$ cat src/rtl/fwd_hazard_ctrl.sv
// EX-stage forwarding select and load-use stall generation, driven by a shadow
// pipeline of register-tag metadata that advances with the main pipeline.

module fwd_sel #(
  parameter int REG_ADDR_W = 5
) (
  input  logic [REG_ADDR_W-1:0] ex_rs,
  input  logic [REG_ADDR_W-1:0] mem_rd,
  input  logic                  mem_we,
  input  logic [REG_ADDR_W-1:0] wb_rd,
  input  logic                  wb_we,
  output logic [1:0]            sel
);
  // The most recent producer wins; x0 is hardwired and never forwards.
  always_comb begin
    sel = 2'b00;
    if (mem_we && mem_rd != '0 && mem_rd == ex_rs)
      sel = 2'b10;
    else if (wb_we && wb_rd != '0 && wb_rd == ex_rs)
      sel = 2'b01;
  end
endmodule

module fwd_hazard_ctrl #(
  parameter int REG_ADDR_W  = 5,
  parameter int STALL_CNT_W = 16
) (
  input  logic                   clk,
  input  logic                   reset,
  input  logic                   id_valid,
  input  logic [REG_ADDR_W-1:0]  id_rs1,
  input  logic [REG_ADDR_W-1:0]  id_rs2,
  input  logic [REG_ADDR_W-1:0]  id_rd,
  input  logic                   id_regWrite,
  input  logic                   id_memRead,
  input  logic                   flush,
  output logic [1:0]             forwardA,
  output logic [1:0]             forwardB,
  output logic                   stall,
  output logic [STALL_CNT_W-1:0] stall_count
);
  localparam int NUM_OPS = 2;

  typedef struct packed {
    logic [REG_ADDR_W-1:0] rs1;
    logic [REG_ADDR_W-1:0] rs2;
    logic [REG_ADDR_W-1:0] rd;
    logic                  we;
    logic                  mr;
  } ex_stage_t;

  ex_stage_t             ex_q, ex_d;
  logic [REG_ADDR_W-1:0] mem_rd, wb_rd;
  logic                  mem_we, mem_mr, wb_we;

  logic [NUM_OPS-1:0][REG_ADDR_W-1:0] ex_rs;
  logic [NUM_OPS-1:0][1:0]            fwd;

  assign stall = !flush && id_valid && ex_q.mr && ex_q.we && ex_q.rd != '0 &&
                 (ex_q.rd == id_rs1 || ex_q.rd == id_rs2);

  // Flush and stall both turn the EX slot into a bubble.
  always_comb begin
    ex_d = '0;
    if (!flush && !stall && id_valid) begin
      ex_d.rs1 = id_rs1;
      ex_d.rs2 = id_rs2;
      ex_d.rd  = id_rd;
      ex_d.we  = id_regWrite;
      ex_d.mr  = id_memRead;
    end
  end

  always_ff @(posedge clk or posedge reset) begin
    if (reset) begin
      ex_q        <= '0;
      mem_rd      <= '0;
      mem_we      <= 1'b0;
      mem_mr      <= 1'b0;
      wb_rd       <= '0;
      wb_we       <= 1'b0;
      stall_count <= '0;
    end else begin
      ex_q   <= ex_d;
      mem_rd <= ex_q.rd;
      mem_we <= ex_q.we;
      mem_mr <= ex_q.mr;
      wb_rd  <= mem_rd;
      wb_we  <= mem_we;
      if (stall && stall_count != '1)
        stall_count <= stall_count + {{(STALL_CNT_W-1){1'b0}}, 1'b1};
    end
  end

  assign ex_rs = {ex_q.rs2, ex_q.rs1};

  for (genvar g = 0; g < NUM_OPS; g++) begin : g_op
    fwd_sel #(.REG_ADDR_W(REG_ADDR_W)) u_sel (
      .ex_rs  (ex_rs[g]),
      .mem_rd (mem_rd),
      .mem_we (mem_we),
      .wb_rd  (wb_rd),
      .wb_we  (wb_we),
      .sel    (fwd[g])
    );
  end

  assign forwardA = fwd[0];
  assign forwardB = fwd[1];

  // A load never reaches MEM ahead of a dependent EX op: the stall sits between them.
  a_no_load_exmem_fwd: assert property (@(posedge clk) disable iff (reset)
    !(mem_mr && (forwardA == 2'b10 || forwardB == 2'b10)));
endmodule

$ cat config.mk
export PLATFORM = sky130hd
export DESIGN_NAME = fwd_hazard_ctrl
export DESIGN_NICKNAME = d
export VERILOG_FILES = /design/src/rtl/fwd_hazard_ctrl.sv
export SDC_FILE = /design/constraint.sdc
export NUM_CORES = 1
export LEC_CHECK = 0
export ABC_AREA = 1
export CORE_MARGIN = 8
export CORE_UTILIZATION = 52
export CTS_CLUSTER_DIAMETER = 150
export DETAILED_ROUTE_END_ITERATION = 10
export GPL_TIMING_DRIVEN = 1
export PLACE_DENSITY_LB_ADDON = 0.25
export SLEW_MARGIN = 20
export SYNTH_ARGS = -nofsm -noshare
export SYNTH_HDL_FRONTEND = slang
export SYNTH_SLANG_ARGS = --single-unit
$ cat constraint.sdc
create_clock -name clk -period 1.7 [get_ports clk]
set_input_delay 0.255 -clock clk [delete_from_list [all_inputs] [get_ports clk]]
set_output_delay 0.255 -clock clk [all_outputs]
set_load 0.01 [all_outputs]
Word-level counts from Yosys, hierarchy flattened. Index checks and enable logic that the tools add are counted. Widths: inputs -> output; s select.

Register bits: 45. Latch bits: 0. Memory bits (writable): 0. Memory bits (read-only): 0. Input port bits: 21. Output and inout port bits: 21. Word-level logic and storage cells: 43. Memories: 0.

Add/sub/neg operators: 1. Multipliers: 0. Div/mod/pow operators: 0. $lt $le $gt $ge: 0. Equality and inequality tests: 7. Shift operators: 0. Mux-type cells: 5. Bitwise gates (word level): 0. Reductions and logical operators: 20.

Operators by type and width (count): $eq 5x5->1 (6); $mux 17 (1); $add 16x1->16 const B (1); $ne 16x16->1 const B (1); $reduce_bool 5->1 (3); $logic_and 1x1->1 (14); $mux 2 (2); $logic_not 1->1 (2); $mux 1 (2); $logic_or 1x1->1 (1).

Logic depth before layout (Yosys ltp). Gate-level depths: netlist of the first run.

Word-level depth: 10. Depth in mapped cells: 10. Mapped depth without buffers: 9.

Cells and area by module. Synthesis of the first run repeated with hierarchy kept, for this count alone.

Cell total of the unflattened synthesis: 360. Area, all modules: 2566.2 um^2.

Modules (own cells, without submodules): fwd_hazard_ctrl (instances 1, cells each 260, area each 2138.3 um^2, sequential area each 1126.1 um^2); fwd_sel (instances 2, cells each 50, area each 214.0 um^2, sequential area each 0.0 um^2).

Worst setup path before layout of the first run. Ideal clock, no wire load.

Path type: register to register. From: reg stall_count[0]. To: reg stall_count[2]. Library setup time: 0.117 ns. Arrival: 1.457 ns. Slack: 0.126 ns. Cell stages (with the launch flop): 10. Path buffers: 1. Clock period less this slack: 1.574 ns. Cell sequence: dfrtp_1 > ha_1 > nand3_2 > nor2_4 > nand2_2 > nor2_4 > nand2_4 > buf_2 > nand4_1 > nand2_1.

Word-level cells in the longest chain between the ends: 2.

Ends and longest elaborated chain: start: declaration (RTL line 40) `output logic [STALL_CNT_W-1:0] stall_count`; start signal: assignment (RTL line 91) `stall_count <= stall_count + {{(STALL_CNT_W-1){1'b0}}, 1'b1};`; branches (longest 2 deep; another with $add 16x1->16).

Several ways; the timed one is not identified. A chain may end at the register's enable or synchronous reset.

Final worst setup path of the first run.
From: reg mem_rd[3]. To: out forwardA[0].

Word-level cells in the longest chain between the ends: 4.

Ends and longest elaborated chain: start: declaration (RTL line 53) `logic [REG_ADDR_W-1:0] mem_rd, wb_rd;`; start signal: assignment (RTL line 85) `mem_rd <= ex_q.rd;`; $reduce_bool 5->1 (RTL line 17) `if (mem_we && mem_rd != '0 && mem_rd == ex_rs)`; $logic_and 1x1->1 (RTL line 17); $logic_and 1x1->1 * (RTL line 17); $mux 2 * (RTL line 17); end: declaration (RTL line 37) `output logic [1:0] forwardA,`.

Mark *: on every way between the ends. The rest lies on a longest branch, timed or not.

==> results of run 1 <==
cell families after synthesis:
group | Yosys count | synth area share (%)
AO/OA/AOI/OAI | 4 | 0.835
XOR/XNOR | 29 | 10.6
adder cells (fa/ha/maj) | 1 | 0.522
buffers and inverters | 45 | 7.83
flip-flops | 45 | 47.0
AND/OR/NAND/NOR | 174 | 33.2
cell type report:
class | instances | area share, %
clock buffer | 5 | 2.01
clock inverter | 3 | 0.658
inverter | 40 | 4.39
multi-input combinational | 211 | 35.8
sequential | 45 | 33.0
tap | 52 | 1.90
timing repair buffer | 83 | 22.3
metal layers:
layer / up-vias / global-route usage (%) / part of all wire (%) / wire length [um]
li1: 1117 / - / - / -
met1: 1079 / 21.0 / 42 / 2670
met2: 71 / 28.5 / 50 / 3230
met3: 11 / 4.88 / 6.6 / 427
met4: 0 / 7.69 / 1.6 / 102
met5: - / 0 / 0 / 0
stage by stage:
step	hold slack, ns	power [mW]	util (%)
detailed placement	0.375	1.38	69.8
floorplan	0.348	1.25	-
finish	0.287	2.06	78.1
CTS	0.291	2.05	73.0
global route	0.313	2.15	78.1
global placement	0.375	1.37	69.8
cell usage in the layout, fill, tap and decap left out, drive strengths merged:
cell and n:
clkdlybuf4s50 33, nor3 5, dfrtp 45, o21ai 4, xor2 11, dlymetal6s2s 3
clkinvlp 3, ha 1, clkbuf 5, xnor2 18, buf 47, nor2 43
nand3 13, or2 1, inv 39, nand2 89, nand4 25, clkinv 1
nand3b 1
registers in the layout, summed over array words and instances, names as in the netlist:
name and cells:
ex_q 17, mem_rd 5, mem_we 1, stall_count 16, wb_rd 5, wb_we 1
worst min-delay path, delay by kind of cell:
kind	cells	cell delay [ns]
buffers and inverters	3	0.71
what timing repair did:
item / 4_1_cts / 5_1_grt
resized for setup: 27 / 33
endpoints found under the setup margin: 6 / 20
setup buffers: 6 / 9
pin swaps: 14 / 17
gates cloned: 1 / 2
power by group:
group	switching, mW	leakage [nW]	internal [mW]
combinational	0.120	1.15	0.141
clock	0.384	0.0364	0.288
sequential	0.0280	0.611	1.10
path summary, 6_finish.rpt:
check                           depth (start not counted)           start  slack, ns        endpoint
worst min-delay path                                    3           reset       0.29  stall_count[0]
worst max-delay path                                    7       mem_rd[3]      -0.15     forwardA[0]
worst max register to register                          9  stall_count[1]       0.05  stall_count[5]
min in group clk                                        4       id_rs1[3]       0.32        ex_q[15]
worst min register to register                          0         ex_q[1]       0.39          mem_we
max in group asynchronous                               3           reset       1.18         ex_q[2]
==> impl_metrics.ini, run 1 <==
[run_status]
status = finished, violations left
violations = setup timing

[sta]
max_slew.worst_pin.slew_ns = 0.452
fin_ws_ns = -0.154
fin_crit_sh_pct = 109
fin_crit_ns = 1.85
max_freq_ghz = 0.539
setup_violations = 4
max_slew_margin_pct = 69.8
slew_violations = 0
fin_setup_tns_ns = -0.400
finalHoldViolCount = 0
worst_clock_skew_ns = 0.00868
rsz0062_at_grt = yes

[die]
coreArea_sq_um = 4380
num_io_pins = 42
die_area_sq_um = 7040
num_rows = 24
die_w_um = 83.9
initial_utilization_pct = 54.7
die_h_um = 83.9

[worst_setup_path]
cp-end-kind = output pin
slowest_stage = dfrtp_2
critPathMaxFanout = 4
cp_common_cell = nor2_1
critical-path-top-delay-family = flip-flops
path_class = flop to output pin
crit_chain = nor2_1 > nand2_1 > o21ai_2 > buf_4 > nor3_2 > nor2_1 > buf_2
startpoint_type = flop
cp.required_ns = 1.44
crit_arrival_ns = 1.60
cp_slowest_stage_delay_ns = 0.46
path_buf_inv = 2

[logic_synthesis]
syn_area_per_cell_sq_um = 8.04
ys_seq_area_share_pct = 47.0
post-synth-top-area-fraction_pct = 47.0
synth_cells = 298
synth_edf_count = 0
async_flop_share_pct = 100
yosys.cell_types.count = 22
ys_ff_latch = 45
ys_top_cells_by_count = 83 x nand2_1, 45 x dfrtp_1, 41 x nor2_1, 39 x inv_1, 25 x nand4_1
synth_nets = 320
yosysTopAreaCell = dfrtp_1
synth_area_sq_um = 2400
synth_area_leaders = dfrtp_1 47%, nand2_1 13%, xnor2_1 6.6%, nand4_1 6.5%, nor2_1 6.4%
synth_most_common_cell = nand2_1
yosys_most_used_dff = dfrtp_1
yosysWarningCount = 0

[power]
leakagePower_nw = 1.80
vdd_ir_drop_max_mv = 0.633
p_per_area_nw_per_um2 = 601

[clocking]
numCtsBuffers = 5
ctsLongestPathBuffers = 2
htreeDepth = 2
cts_sinks = 45
cts_tree = built
clk_pin_slew_ns = 0.09
cts_root_buffer = clkbuf_8
clk_latency_ns = 0.31
postCtsHoldBufs = 0

[layout]
area_delta_synth_final_pct = 42.9
multi_input_area_sq_um = 1230
nNetsFinal = 408
regArea_sq_um = 1130
num-fill-cells = 308
finalNonFillerCells = 439
final_area_sq_um = 3420
antenna_cells_inserted = 0
drive_gt1_share_pct = 22.7

[placed_design]
place_inst = 413
dp_hpwl_um = 4020
port_buffers = 41
place_area_sq_um = 3060
pre_cts_slack_ns = -0.449
gp_congestion = 0.857

[detailed_routing]
first_iter_violations = 132
wl_per_cell_um = 14.6
drc = 0
dr.pass1.iters = 4
drt.antenna.violating_nets = 0
viasPerCell = 5.19
routed_wl_um = 6420
vias = 2278

[global_route]
overflow = 0
grt_pass1_vias = 2213
grt_usage_pct = 17.5
grt_max_degree = 46
antenna_found_initial = 0
grt_pass1_wl_um = 10200

[hold_path]
hold_class = primary input to async pin

[flow_run]
maxCapViolCount = 0
Power figures use the tool's default switching activity.
==> inputs of run 2 (changes only) <==
--- a/config.mk
+++ b/config.mk
@@ -12,7 +12,8 @@
 export DETAILED_ROUTE_END_ITERATION = 10
 export GPL_TIMING_DRIVEN = 1
 export PLACE_DENSITY_LB_ADDON = 0.25
-export SLEW_MARGIN = 20
+export SETUP_SLACK_MARGIN = 0.05
 export SYNTH_ARGS = -nofsm -noshare
 export SYNTH_HDL_FRONTEND = slang
 export SYNTH_SLANG_ARGS = --single-unit
+export TNS_END_PERCENT = 20
==> run 2 against run 1 <==
The flow still finishes with violations (setup timing). Setup slack worse by 0.023 ns. First-iteration DRC count up 20%. Clock power about the same. Clock-buffer cell count unchanged. Critical endpoint unchanged. Maximum frequency down 1.2%. Utilization down 0.29 points. Non-clock buffer count up 1. Highest routed layer unchanged. Wire length down 2.8%. Clock skew about the same. Worst hold slack worse by 0.00052 ns.
==> impl_metrics.ini, run 2 (synthesis gave the netlist of run 1 again) <==
[sta]
max_slew_margin_pct = 77.1
rsz0062_at_grt = yes
max_slew.worst_pin.slew_ns = 0.343
fin_hold_ws_ns = 0.287
max_freq_ghz = 0.533
worst_clock_skew_ns = 0.00826
finalHoldViolCount = 0
fin_ws_ns = -0.177
fin_crit_sh_pct = 110
setup_violations = 4
fin_crit_ns = 1.88
slew_violations = 0
fin_setup_tns_ns = -0.370

[flow_run]
maxCapViolCount = 0

[worst_setup_path]
critPathMaxFanout = 2
critical-path-top-delay-family = simple AND/OR/NAND/NOR gates
cp_slowest_stage_delay_ns = 0.44
path_class = flop to output pin
cp.required_ns = 1.44
slowest_stage = dfrtp_1
crit_arrival_ns = 1.62
cp-end-kind = output pin
path_buf_inv = 1
startpoint_type = flop
crit_chain = xnor2_2 > nand4_1 > nor3_2 > nor2_1 > buf_2

[detailed_routing]
drc = 0
vias = 2281
dr.pass1.iters = 5
first_iter_violations = 159
routed_wl_um = 6240
viasPerCell = 5.21
drt.antenna.violating_nets = 0
wl_per_cell_um = 14.3

[power]
p_per_area_nw_per_um2 = 605
leakagePower_nw = 1.78
vdd_ir_drop_max_mv = 0.634
power_mw = 2.06

[hold_path]
hold_class = primary input to async pin

[global_route]
overflow = 0
antenna_found_initial = 0
grt_pass1_wl_um = 10100
grt_usage_pct = 17.3
grt_pass1_vias = 2184
grt_max_degree = 46

[layout]
drive_gt1_share_pct = 22.0
largest_reg_flops = 17
layout_common_cells = 82 x nand2_1, 42 x dfrtp_1, 39 x nor2_1
final_common_cell = nand2_1
area_delta_synth_final_pct = 42.3
num-fill-cells = 298
nNetsFinal = 407
top_register = ex_q
largestRegisters = ex_q x17, stall_count x16
antenna_cells_inserted = 0

[clocking]
htreeDepth = 2
postCtsHoldBufs = 0
clk_latency_ns = 0.30
cts_sinks = 45
cts_tree = built
cts_root_buffer = clkbuf_8
ctsLongestPathBuffers = 2
numCtsBuffers = 5
clk_pin_slew_ns = 0.09

[die]
die_h_um = 83.9
die_area_sq_um = 7040
num_rows = 24
num_io_pins = 42
die_w_um = 83.9
initial_utilization_pct = 54.7
coreArea_sq_um = 4380

[placed_design]
gp_congestion = 0.857
port_buffers = 41
dp_hpwl_um = 4020

[run_status]
status = finished, violations left
violations = setup timing
[run 2: final timing paths]
path | start | cells after the start | to | slack (ns)
setup / recovery | ex_q[15] | 5 | forwardA[0] | -0.18
hold / removal | reset | 3 | wb_we | 0.29
setup reg to reg | stall_count[0] | 9 | stall_count[5] | 0.03
hold reg to reg | ex_q[1] | 0 | mem_we | 0.39
max in group asynchronous | reset | 3 | ex_q[2] | 1.18
min in group clk | id_rs1[3] | 4 | ex_q[15] | 0.32
[run 2: worst min-delay path: cells and delay by family]
family / cells / cell delay, ns
buffers and inverters: 3 / 0.71
[run 2: metal layers]
metal,track usage (%),wire [um],part of all wire (%),vias to the layer above
li1,-,-,-,1107
met1,20.4,2580,41,1076
met2,29.1,3110,50,84
met3,4.88,400,6.4,14
met4,6.44,158,2.5,0
met5,0,0,0,-
[run 2: final cells by class]
class	instances	area, sq um	area share [%]
Tap cell	52	65.1	1.91
Clock inverter	3	22.5	0.660
Inverter	40	150	4.40
Clock buffer	5	68.8	2.02
Sequential cell	45	1130	33.1
Timing Repair Buffer	84	793	23.3
Multi-Input combinational cell	209	1180	34.6
[run 2: repair_timing]
item | in CTS | in global routing
cloned | 0 | 1
endpoints found under the setup margin | 20 | 21
pin swaps | 14 | 14
buffers inserted | 6 | 10
gates resized for setup | 30 | 29
[run 2: metrics by stage]
stage	util [%]	setup slack, ns	std cells	cell area (sq um)
5_1_grt	77.8	-0.269	438	3410
4_1_cts	73.1	-0.0730	427	3200
3_3_place_gp	69.8	-0.420	413	3060
6_report	77.8	-0.177	438	3410
2_1_floorplan	-	0.126	298	2400
3_5_place_dp	69.8	-0.449	413	3060
[run 2: power by group]
part	switching, mW	leakage (nW)	internal, mW
Combinational	0.121	1.13	0.145
Clock	0.383	0.0364	0.288
Sequential	0.0285	0.609	1.10
